## src/rtl/mips_pkg.sv

```systemverilog
// ---------------------------------------------------------------------------
// mips_pkg
// Shared definitions for the EX-stage sequential multiplier:
//   - state_t : FSM encoding of mul_seq_unit (IDLE=0, RUN=1, FIX=2,
//               ACC_LO=3, ACC_HI=4; the ACC states are only reached when
//               MUL_SEQ_MADD_EN is defined)
//   - W_DEF   : default datapath width shared with the rest of the core
// ---------------------------------------------------------------------------
package mips_pkg;

    localparam int W_DEF = 32;

    typedef enum logic [2:0] {
        S_IDLE   = 3'd0,
        S_RUN    = 3'd1,
        S_FIX    = 3'd2,
        S_ACC_LO = 3'd3,
        S_ACC_HI = 3'd4
    } state_t;

endpackage

```

## src/rtl/mul_seq_unit_adder.sv

```systemverilog
// ---------------------------------------------------------------------------
// adder
// Plain n-bit ripple-carry adder, shared by the multiplier for both the
// partial-product iterations and the MADD accumulate steps.
// Ports:
//   i_a, i_b : n-bit addends
//   i_ci     : carry in
//   o_s      : n-bit sum
//   o_co     : carry out of the top bit
// ---------------------------------------------------------------------------
module adder #(
    parameter int n = 32
) (
    input  logic [n-1:0] i_a,
    input  logic [n-1:0] i_b,
    input  logic         i_ci,
    output logic [n-1:0] o_s,
    output logic         o_co
);

    logic [n:0] w_c;

    assign w_c[0] = i_ci;

    for (genvar g = 0; g < n; g++) begin : g_fa
        assign o_s[g]   = i_a[g] ^ i_b[g] ^ w_c[g];
        assign w_c[g+1] = (i_a[g] & i_b[g]) | (w_c[g] & (i_a[g] ^ i_b[g]));
    end

    assign o_co = w_c[n];

endmodule

```

## src/rtl/mul_seq_unit.sv

```systemverilog
// ---------------------------------------------------------------------------
// mul_seq_unit
// Sequential W x W -> 2W shift-and-add multiplier holding the HI/LO pair
// (MULT/MULTU, MTHI/MTLO). One partial-product addition per cycle through
// the shared ripple-carry adder; signed operands are multiplied as
// magnitudes and the product is negated in FIX.
//
// Optional feature, macro MUL_SEQ_MADD_EN: when defined, accumulate latched
// at start adds the product into {hi,lo} through two extra adder passes
// (ACC_LO, ACC_HI), giving 35-cycle latency instead of 33. When undefined,
// accumulate is ignored.
//
// Handshake: start is sampled only while busy=0; the result is in hi/lo
// in the cycle done=1, and a new start is accepted in that same cycle.
// hi_we/lo_we are honoured only while busy=0.
//
// Ports:
//   clk, rst       : clock, synchronous active-high reset
//   start          : begin a multiply (IDLE only)
//   is_signed      : 1 = MULT, 0 = MULTU
//   accumulate     : MADD/MADDU request (used only with MUL_SEQ_MADD_EN)
//   a, b           : multiplicand / multiplier
//   hi_we, lo_we   : MTHI / MTLO write enables, data on wdata
//   busy           : high while not IDLE (combinational)
//   done           : registered one-cycle result pulse
//   hi, lo         : HI / LO registers
//   o_dbg_state    : current FSM state (debug observation)
// ---------------------------------------------------------------------------
module mul_seq_unit
    import mips_pkg::*;
#(
    parameter int W     = W_DEF,
    parameter int CNT_W = 6
) (
    input  logic         clk,
    input  logic         rst,
    input  logic         start,
    input  logic         is_signed,
    input  logic         accumulate,
    input  logic [W-1:0] a,
    input  logic [W-1:0] b,
    input  logic         hi_we,
    input  logic         lo_we,
    input  logic [W-1:0] wdata,
    output logic         busy,
    output logic         done,
    output logic [W-1:0] hi,
    output logic [W-1:0] lo,
    output logic [2:0]   o_dbg_state
);

    state_t             r_state;
    logic [W-1:0]       r_hi;
    logic [W-1:0]       r_lo;
    logic [W-1:0]       r_mcand;
    logic [W-1:0]       r_p;
    logic [W-1:0]       r_m;
    logic               r_neg;
    logic               r_carry;
    logic [CNT_W-1:0]   r_cnt;
    logic               r_done;

`ifdef MUL_SEQ_MADD_EN
    logic               r_acc;
    logic [2*W-1:0]     r_prod;
    logic [W-1:0]       r_sum_lo;
`else
    logic               w_unused_acc;
    assign w_unused_acc = accumulate;
`endif

    logic [W-1:0]       w_mag_a;
    logic [W-1:0]       w_mag_b;
    logic [2*W-1:0]     w_prod;
    logic [2*W-1:0]     w_prod_fix;
    logic [W-1:0]       w_add_a;
    logic [W-1:0]       w_add_b;
    logic               w_add_ci;
    logic [W-1:0]       w_add_s;
    logic               w_add_co;

    // Magnitudes; -(0x80..0) wraps to 0x80..0, which is the right unsigned
    // magnitude, so no special case is needed.
    assign w_mag_a = (is_signed && a[W-1]) ? (~a + 1'b1) : a;
    assign w_mag_b = (is_signed && b[W-1]) ? (~b + 1'b1) : b;

    assign w_prod     = {r_p, r_m};
    assign w_prod_fix = r_neg ? (~w_prod + 1'b1) : w_prod;

    // Adder input mux: partial-product step by default, HI/LO accumulate
    // in the ACC states.
    always_comb begin
        w_add_a  = r_p;
        w_add_b  = r_m[0] ? r_mcand : '0;
        w_add_ci = 1'b0;
`ifdef MUL_SEQ_MADD_EN
        if (r_state == S_ACC_LO) begin
            w_add_a = r_lo;
            w_add_b = r_prod[W-1:0];
        end else if (r_state == S_ACC_HI) begin
            w_add_a  = r_hi;
            w_add_b  = r_prod[2*W-1:W];
            w_add_ci = r_carry;
        end
`endif
    end

    adder #(.n(W)) u_adder (
        .i_a  (w_add_a),
        .i_b  (w_add_b),
        .i_ci (w_add_ci),
        .o_s  (w_add_s),
        .o_co (w_add_co)
    );

    always_ff @(posedge clk) begin
        if (rst) begin
            r_state <= S_IDLE;
            r_hi    <= '0;
            r_lo    <= '0;
            r_mcand <= '0;
            r_p     <= '0;
            r_m     <= '0;
            r_neg   <= 1'b0;
            r_carry <= 1'b0;
            r_cnt   <= '0;
            r_done  <= 1'b0;
`ifdef MUL_SEQ_MADD_EN
            r_acc    <= 1'b0;
            r_prod   <= '0;
            r_sum_lo <= '0;
`endif
        end else begin
            r_done <= 1'b0;
            case (r_state)
                S_IDLE: begin
                    if (hi_we) r_hi <= wdata;
                    if (lo_we) r_lo <= wdata;
                    if (start) begin
                        r_mcand <= w_mag_a;
                        r_m     <= w_mag_b;
                        r_neg   <= is_signed & (a[W-1] ^ b[W-1]);
                        r_p     <= '0;
                        r_carry <= 1'b0;
                        r_cnt   <= '0;
`ifdef MUL_SEQ_MADD_EN
                        r_acc   <= accumulate;
`endif
                        r_state <= S_RUN;
                    end
                end
                S_RUN: begin
                    // {P,M} <= {co,s,M} >> 1 : the sum's LSB is a finished
                    // product bit and shifts into the top of M.
                    r_p <= {w_add_co, w_add_s[W-1:1]};
                    r_m <= {w_add_s[0], r_m[W-1:1]};
                    r_cnt <= r_cnt + 1'b1;
                    if (r_cnt == CNT_W'(W - 1)) r_state <= S_FIX;
                end
                S_FIX: begin
`ifdef MUL_SEQ_MADD_EN
                    if (r_acc) begin
                        r_prod  <= w_prod_fix;
                        r_state <= S_ACC_LO;
                    end else begin
                        r_hi    <= w_prod_fix[2*W-1:W];
                        r_lo    <= w_prod_fix[W-1:0];
                        r_done  <= 1'b1;
                        r_state <= S_IDLE;
                    end
`else
                    r_hi    <= w_prod_fix[2*W-1:W];
                    r_lo    <= w_prod_fix[W-1:0];
                    r_done  <= 1'b1;
                    r_state <= S_IDLE;
`endif
                end
`ifdef MUL_SEQ_MADD_EN
                S_ACC_LO: begin
                    // Hold the low sum until ACC_HI so hi/lo change together.
                    r_sum_lo <= w_add_s;
                    r_carry  <= w_add_co;
                    r_state  <= S_ACC_HI;
                end
                S_ACC_HI: begin
                    r_hi    <= w_add_s;
                    r_lo    <= r_sum_lo;
                    r_done  <= 1'b1;
                    r_state <= S_IDLE;
                end
`endif
                default: r_state <= S_IDLE;
            endcase
        end
    end

    assign busy        = (r_state != S_IDLE);
    assign done        = r_done;
    assign hi          = r_hi;
    assign lo          = r_lo;
    assign o_dbg_state = r_state;

endmodule

```

## config.mk

```make
export PLATFORM = sky130hd
export DESIGN_NAME = mul_seq_unit
export DESIGN_NICKNAME = d
export VERILOG_FILES = /design/src/rtl/mips_pkg.sv /design/src/rtl/mul_seq_unit_adder.sv /design/src/rtl/mul_seq_unit.sv
export SDC_FILE = /design/constraint.sdc
export NUM_CORES = 1
export LEC_CHECK = 0
export ABC_AREA = 1
export CAP_MARGIN = 20
export CORE_MARGIN = 4
export CORE_UTILIZATION = 54
export DETAILED_ROUTE_END_ITERATION = 10
export GPL_TIMING_DRIVEN = 0
export HOLD_SLACK_MARGIN = 0.06
export PLACE_DENSITY = 0.78
export SYNTH_ARGS = -nofsm -noshare
export SYNTH_HDL_FRONTEND = slang
export SYNTH_SLANG_ARGS = --single-unit
```

## constraint.sdc

```tcl
create_clock -name clk -period 15.5 [get_ports clk]
set_clock_uncertainty 0.2 [all_clocks]
set_input_delay 3.875 -clock clk [delete_from_list [all_inputs] [get_ports clk]]
set_output_delay 3.875 -clock clk [all_outputs]
set_load 0.05 [all_outputs]
```

After elaboration in Yosys (flattened, before gate mapping):

Cells that the tools add are included.

* output and inout bits: 69
* word-level logic and storage cells: 211
* flip-flop bits (word level): 171

* multiplexer cells: 18
* $add $sub $neg: 4
* reduce and logical (&&, ||, !) cells: 11
* bitwise operators: 162
* equality and inequality tests: 7

Operators with widths (count)
* $pmux W32 S2: 4
* $mux W32: 7
* $add A32 B1 Y32 const B: 2
* $add A64 B1 Y64 const B: 1
* $and A1 B1 Y1: 64
* $mux W64: 1
* $not A32 Y32: 2
* $not A64 Y64: 1
* $xor A1 B1 Y1: 64
* $or A1 B1 Y1: 31
* $pmux W6 S2: 1
* $reduce_and A2 Y1: 5
* $ne A2 B2 Y1 const B: 4
* $add A6 B1 Y6 const B: 1
* $eq A6 B5 Y1 const B: 1
* $mux W3: 2
* $mux W6: 1
* $pmux W3 S2: 1
* $reduce_bool A2 Y1: 2
* $eq A3 B1 Y1 const B: 1
* $eq A3 B2 Y1 const B: 1
* $logic_not A3 Y1: 1
* $reduce_bool A3 Y1: 1
* $logic_and A1 B1 Y1: 2
* $mux W1: 1

Logic depth before layout (Yosys ltp):

* depth in word-level cells: 65
* mapped depth: 39

By module:

A second synthesis with hierarchy kept.

* cells, all modules: 1768
* area, all modules: 11523.6 um2

Modules (own cells, without submodules)
* mul_seq_unit: cells an instance 1726, instances 1, area an instance 10845.4 um2
* adder: cells an instance 42, instances 1, area an instance 678.2 um2

Worst setup path after synthesis:

OpenSTA, ideal clock, no wires.

* path kind: reg2reg
* start: register r_m[0]
* end: register r_p[30]
* path slack: 2.526 ns
* library setup time: 0.136 ns
* data required time: 15.164 ns
* data arrival time: 12.638 ns
* stages on the path, launching flop included: 38
* path buffers: 2
* cells stage by stage: dfxtp_1 buf_2 buf_1 nand2_1 fa_1 fa_1 fa_1 fa_1 fa_1 fa_1 fa_1 fa_1 fa_1 fa_1 fa_1 fa_1 fa_1 fa_1 (+2 left out) fa_1 fa_1 fa_1 fa_1 fa_1 fa_1 fa_1 fa_1 fa_1 fa_1 fa_1 fa_1 fa_1 inv_1 fa_1 inv_1 fa_1 o32ai_1

* word-level cells in the longest chain between the ends: 64
* elaborated cells on any way between the ends: 125
* those cells by class: 2 x mux; 123 x bitwise

RTL lines
* from (decl): RTL line mul_seq_unit.sv:57 `logic [W-1:0] r_m;`
* from (signal assigned): RTL line mul_seq_unit.sv:141 `r_m <= w_mag_b;`
* from (signal assigned): RTL line mul_seq_unit.sv:156 `r_m <= {w_add_s[0], r_m[W-1:1]};`
* $mux W32 *: RTL line mul_seq_unit.sv:94 `w_add_b = r_m[0] ? r_mcand : '0;`
* $and A1 B1 Y1 or $xor A1 B1 Y1 (tied branches): RTL line mul_seq_unit_adder.sv:27 `assign w_c[g+1] = (i_a[g] & i_b[g]) | (w_c[g] & (i_a[g] ^ i_b[g]));`
* $and A1 B1 Y1: RTL line mul_seq_unit_adder.sv:27
* $or A1 B1 Y1: RTL line mul_seq_unit_adder.sv:27
* $and A1 B1 Y1: RTL line mul_seq_unit_adder.sv:27
* $or A1 B1 Y1: RTL line mul_seq_unit_adder.sv:27
* $and A1 B1 Y1: RTL line mul_seq_unit_adder.sv:27
* $or A1 B1 Y1: RTL line mul_seq_unit_adder.sv:27
* (+48 left out)
* $and A1 B1 Y1: RTL line mul_seq_unit_adder.sv:27
* $or A1 B1 Y1: RTL line mul_seq_unit_adder.sv:27
* $and A1 B1 Y1: RTL line mul_seq_unit_adder.sv:27
* $or A1 B1 Y1: RTL line mul_seq_unit_adder.sv:27
* $and A1 B1 Y1: RTL line mul_seq_unit_adder.sv:27
* $or A1 B1 Y1: RTL line mul_seq_unit_adder.sv:27
* $xor A1 B1 Y1 *: RTL line mul_seq_unit_adder.sv:26 `assign o_s[g] = i_a[g] ^ i_b[g] ^ w_c[g];`
* $pmux W32 S2 *: RTL line mul_seq_unit.sv:135 `case (r_state)`
* to (signal assigned): RTL line mul_seq_unit.sv:155 `r_p <= {w_add_co, w_add_s[W-1:1]};`
* to (decl): RTL line mul_seq_unit.sv:56 `logic [W-1:0] r_p;`

Every way passes the cells marked *; elsewhere a longest branch is shown, timed or not.
A chain may end at the register's enable or synchronous reset.

Worst setup path in the final report:

Same ends and word-level chain as after synthesis.

==> impl_metrics.tcl <==
set metrics [dict create \
    ys_seq_elements 170 \
    ys_seq_area_share_pct 29.61 \
    cpPeakStageDelay_ns 0.49 \
    worst-endpoint-arrival_ns 13.97 \
    place_hpwl_um 35830 \
    crit_fanout 10 \
    n_fill_cell 1911 \
    antenna_left 0 \
    period_share_pct 89.50 \
    drv_slew 0 \
    drive_above_1_share_pct 6.136 \
    max_cap_viol_count 0 \
    drt_wl_total_um 45080 \
    io_buffers 168 \
    finish.utilization_pct 67.53 \
    crit_type "flip-flop to flip-flop" \
    die_x_um 153.9 \
    place_inst 2215 \
    fin_tns_setup_ns 0 \
    gp_congestion 1.037 \
    vias_per_cell 5.923 \
    fin_crit_ns 13.87 \
    path_common_cell "fa_1" \
    drt_first_pass_iters 6 \
    setup.worst_path.start_class "flip-flop" \
    clk_path_buf_depth 2 \
    relSlewSlack_pct 41.04 \
    antenna_found_initial 0 \
    die_area_mm2 0.02368 \
    core-area_mm2 0.02096 \
    diodes 0 \
    cts-root-buf "clkbuf_16" \
    clk_pin_slew_ns 0.08 \
    rows 53 \
    grt_pass1_wl_um 69370 \
    post_cts_buffers 0 \
    yosys_warnings 0 \
    outcome "finished, final reports clean" \
    final_cell_mix "nand2_1 (388), nor2_1 (225), nand3_1 (190), dfxtp_1 (170), clkdlybuf4s50_1 (168)" \
    crit_slowest_cell "fa_1" \
    grt-ovfl-total 0 \
    wl_per_cell_um 20.06 \
    synth_area_mm2 0.01149 \
    cts_made_buffers 17 \
    cts_tree "yes" \
    cts_sinks 170 \
    multiInputGateArea_mm2 0.007051 \
    yosysTopAreaCell "dfxtp_1" \
    critPathRequiredTime_ns 15.60 \
    syn_to_final_growth_pct 23.12 \
    die_height_um 153.9 \
    synth_area_leaders "dfxtp_1 (30%), nand2_1 (13%), nand3_1 (8.3%)" \
    h-tree-depth 4 \
    track_usage_pct 37.25 \
    insertion_delay_ns 0.44 \
    yosysUniqueCellTypes 50 \
    drc 0 \
    rsz0062_at_grt "no" \
    num-nets-final 2098 \
    setup-violations-final 0 \
    syn_nets 1911 \
    holdCritPathClass "flip-flop to flip-flop" \
    ctsHoldBuffers 0 \
    start_util_pct 54.85 \
    cp-end-kind "flip-flop" \
    io_pins 172 \
    avgSynthCellArea_um2 6.486 \
    post_layout_nonfiller_instances 2247 \
    hold_violations 0 \
    timing.fmax_mhz 72.08 \
    final_common_cell "nand2_1" \
    synth_top_area_share_pct 29.61 \
    syn_inst 1772 \
    num_vias 13310 \
    p_leak_nw 5.749 \
    drt_iter0_markers 1520 \
    dr.max_layer_used "met4" \
    grt_pass1_vias 12370 \
    post_cts_resized 0 \
    met3_length_um 4393 \
    met1_length_um 18140 \
    met2WireLength_um 20170 \
    grt_max_degree 19 \
    final-seq-area_mm2 0.003403 \
    max-vdd-ir-drop_v 0.00005450 \
    tightest_slew_ns 0.8844 \
    powerDensity_mw_per_mm2 93.07 \
]
## power breakdown
part | switching [mW] | internal [mW] | leakage, nW
Combinational | 0.249 | 0.121 | 4.04
Clock | 0.207 | 0.248 | 0.308
Sequential | 0.0264 | 0.467 | 1.40
Total | 0.482 | 0.835 | 5.75
## layer usage
metal,vias to the layer above,track usage [%]
met4,0,19.34
met1,6071,49.22
met5,-,0
met2,849,59.26
li1,6283,-
met3,106,5.573
## critical path, delay by kind of cell (launching register included)
kind	cells	cell delay [ns]
compound gates	1	0.08
fa+ha+maj	31	12.17
buf+inv	4	0.82
flops	1	0.30
simple gates	1	0.16
## flip-flops by register name, indices dropped and copies added (netlist names)
register     cells
r_neg            1
r_mcand         32
r_cnt            6
o_dbg_state      2
r_m             32
r_p             32
lo              32
done             1
hi              32
## synthesized netlist by cell type, drive strengths merged
library cell  instances
o31ai                 1
nand4                28
a21o                  1
o22ai                 2
buf                  43
o221ai                4
xor2                 15
a221oi                1
nand3b               11
inv                 174
a21oi               152
nor4                  2
nor3b                 1
clkbuf               47
o211ai                7
a22oi                20
nor3                 12
conb                  1
dfxtp               170
nand3               192
clkinv                1
o32ai                31
nor2                245
and2                  2
xnor2                 1
or2                   6
o21ai               134
a31oi                22
ha                    5
nand2               401
o21bai                8
o311a                 1
fa                   31
## final timing paths
check,to,start,cells past startpoint,slack (ns)
setup / recovery,r_p[30],r_m[0],37,1.63
hold reg to reg,r_cnt[5],r_cnt[5],2,0.27
setup reg to reg,r_p[30],r_m[0],37,1.63
hold / removal,r_cnt[5],r_cnt[5],2,0.27
## logic make-up after synthesis
kind of cell | after synthesis | synth area share [%]
flops | 170 | 29.61
other cells | 1 | 0.03263
buf+inv | 265 | 9.046
simple gates | 900 | 34.87
compound gates | 384 | 19.28
xor+xnor | 16 | 1.219
fa+ha+maj | 36 | 5.944
## per-stage QoR
step | power (mW) | hold WS [ns] | worst slack [ns] | area, um2
after detailed placement | 0.8619 | 0.2579 | 1.728 | 13520
after global routing | 1.367 | 0.2864 | 1.201 | 14150
after global placement | 0.8553 | 0.2526 | 1.970 | 13520
after floorplan | 0.7307 | 0.2435 | 2.526 | 11490
final | 1.317 | 0.2707 | 1.627 | 14150
after CTS | 1.309 | 0.2694 | 1.675 | 14150
## area by class of cell
class | instances | area share [%]
multi-input cells | 1337 | 49.82
inverters | 175 | 4.642
flip-flops and latches | 170 | 24.05
clock inverters | 15 | 1.459
well taps | 275 | 2.431
plain buffers | 90 | 2.706
clock buffers | 17 | 3.006
repair buffers | 168 | 11.88
(Power assumes the default switching activity.)
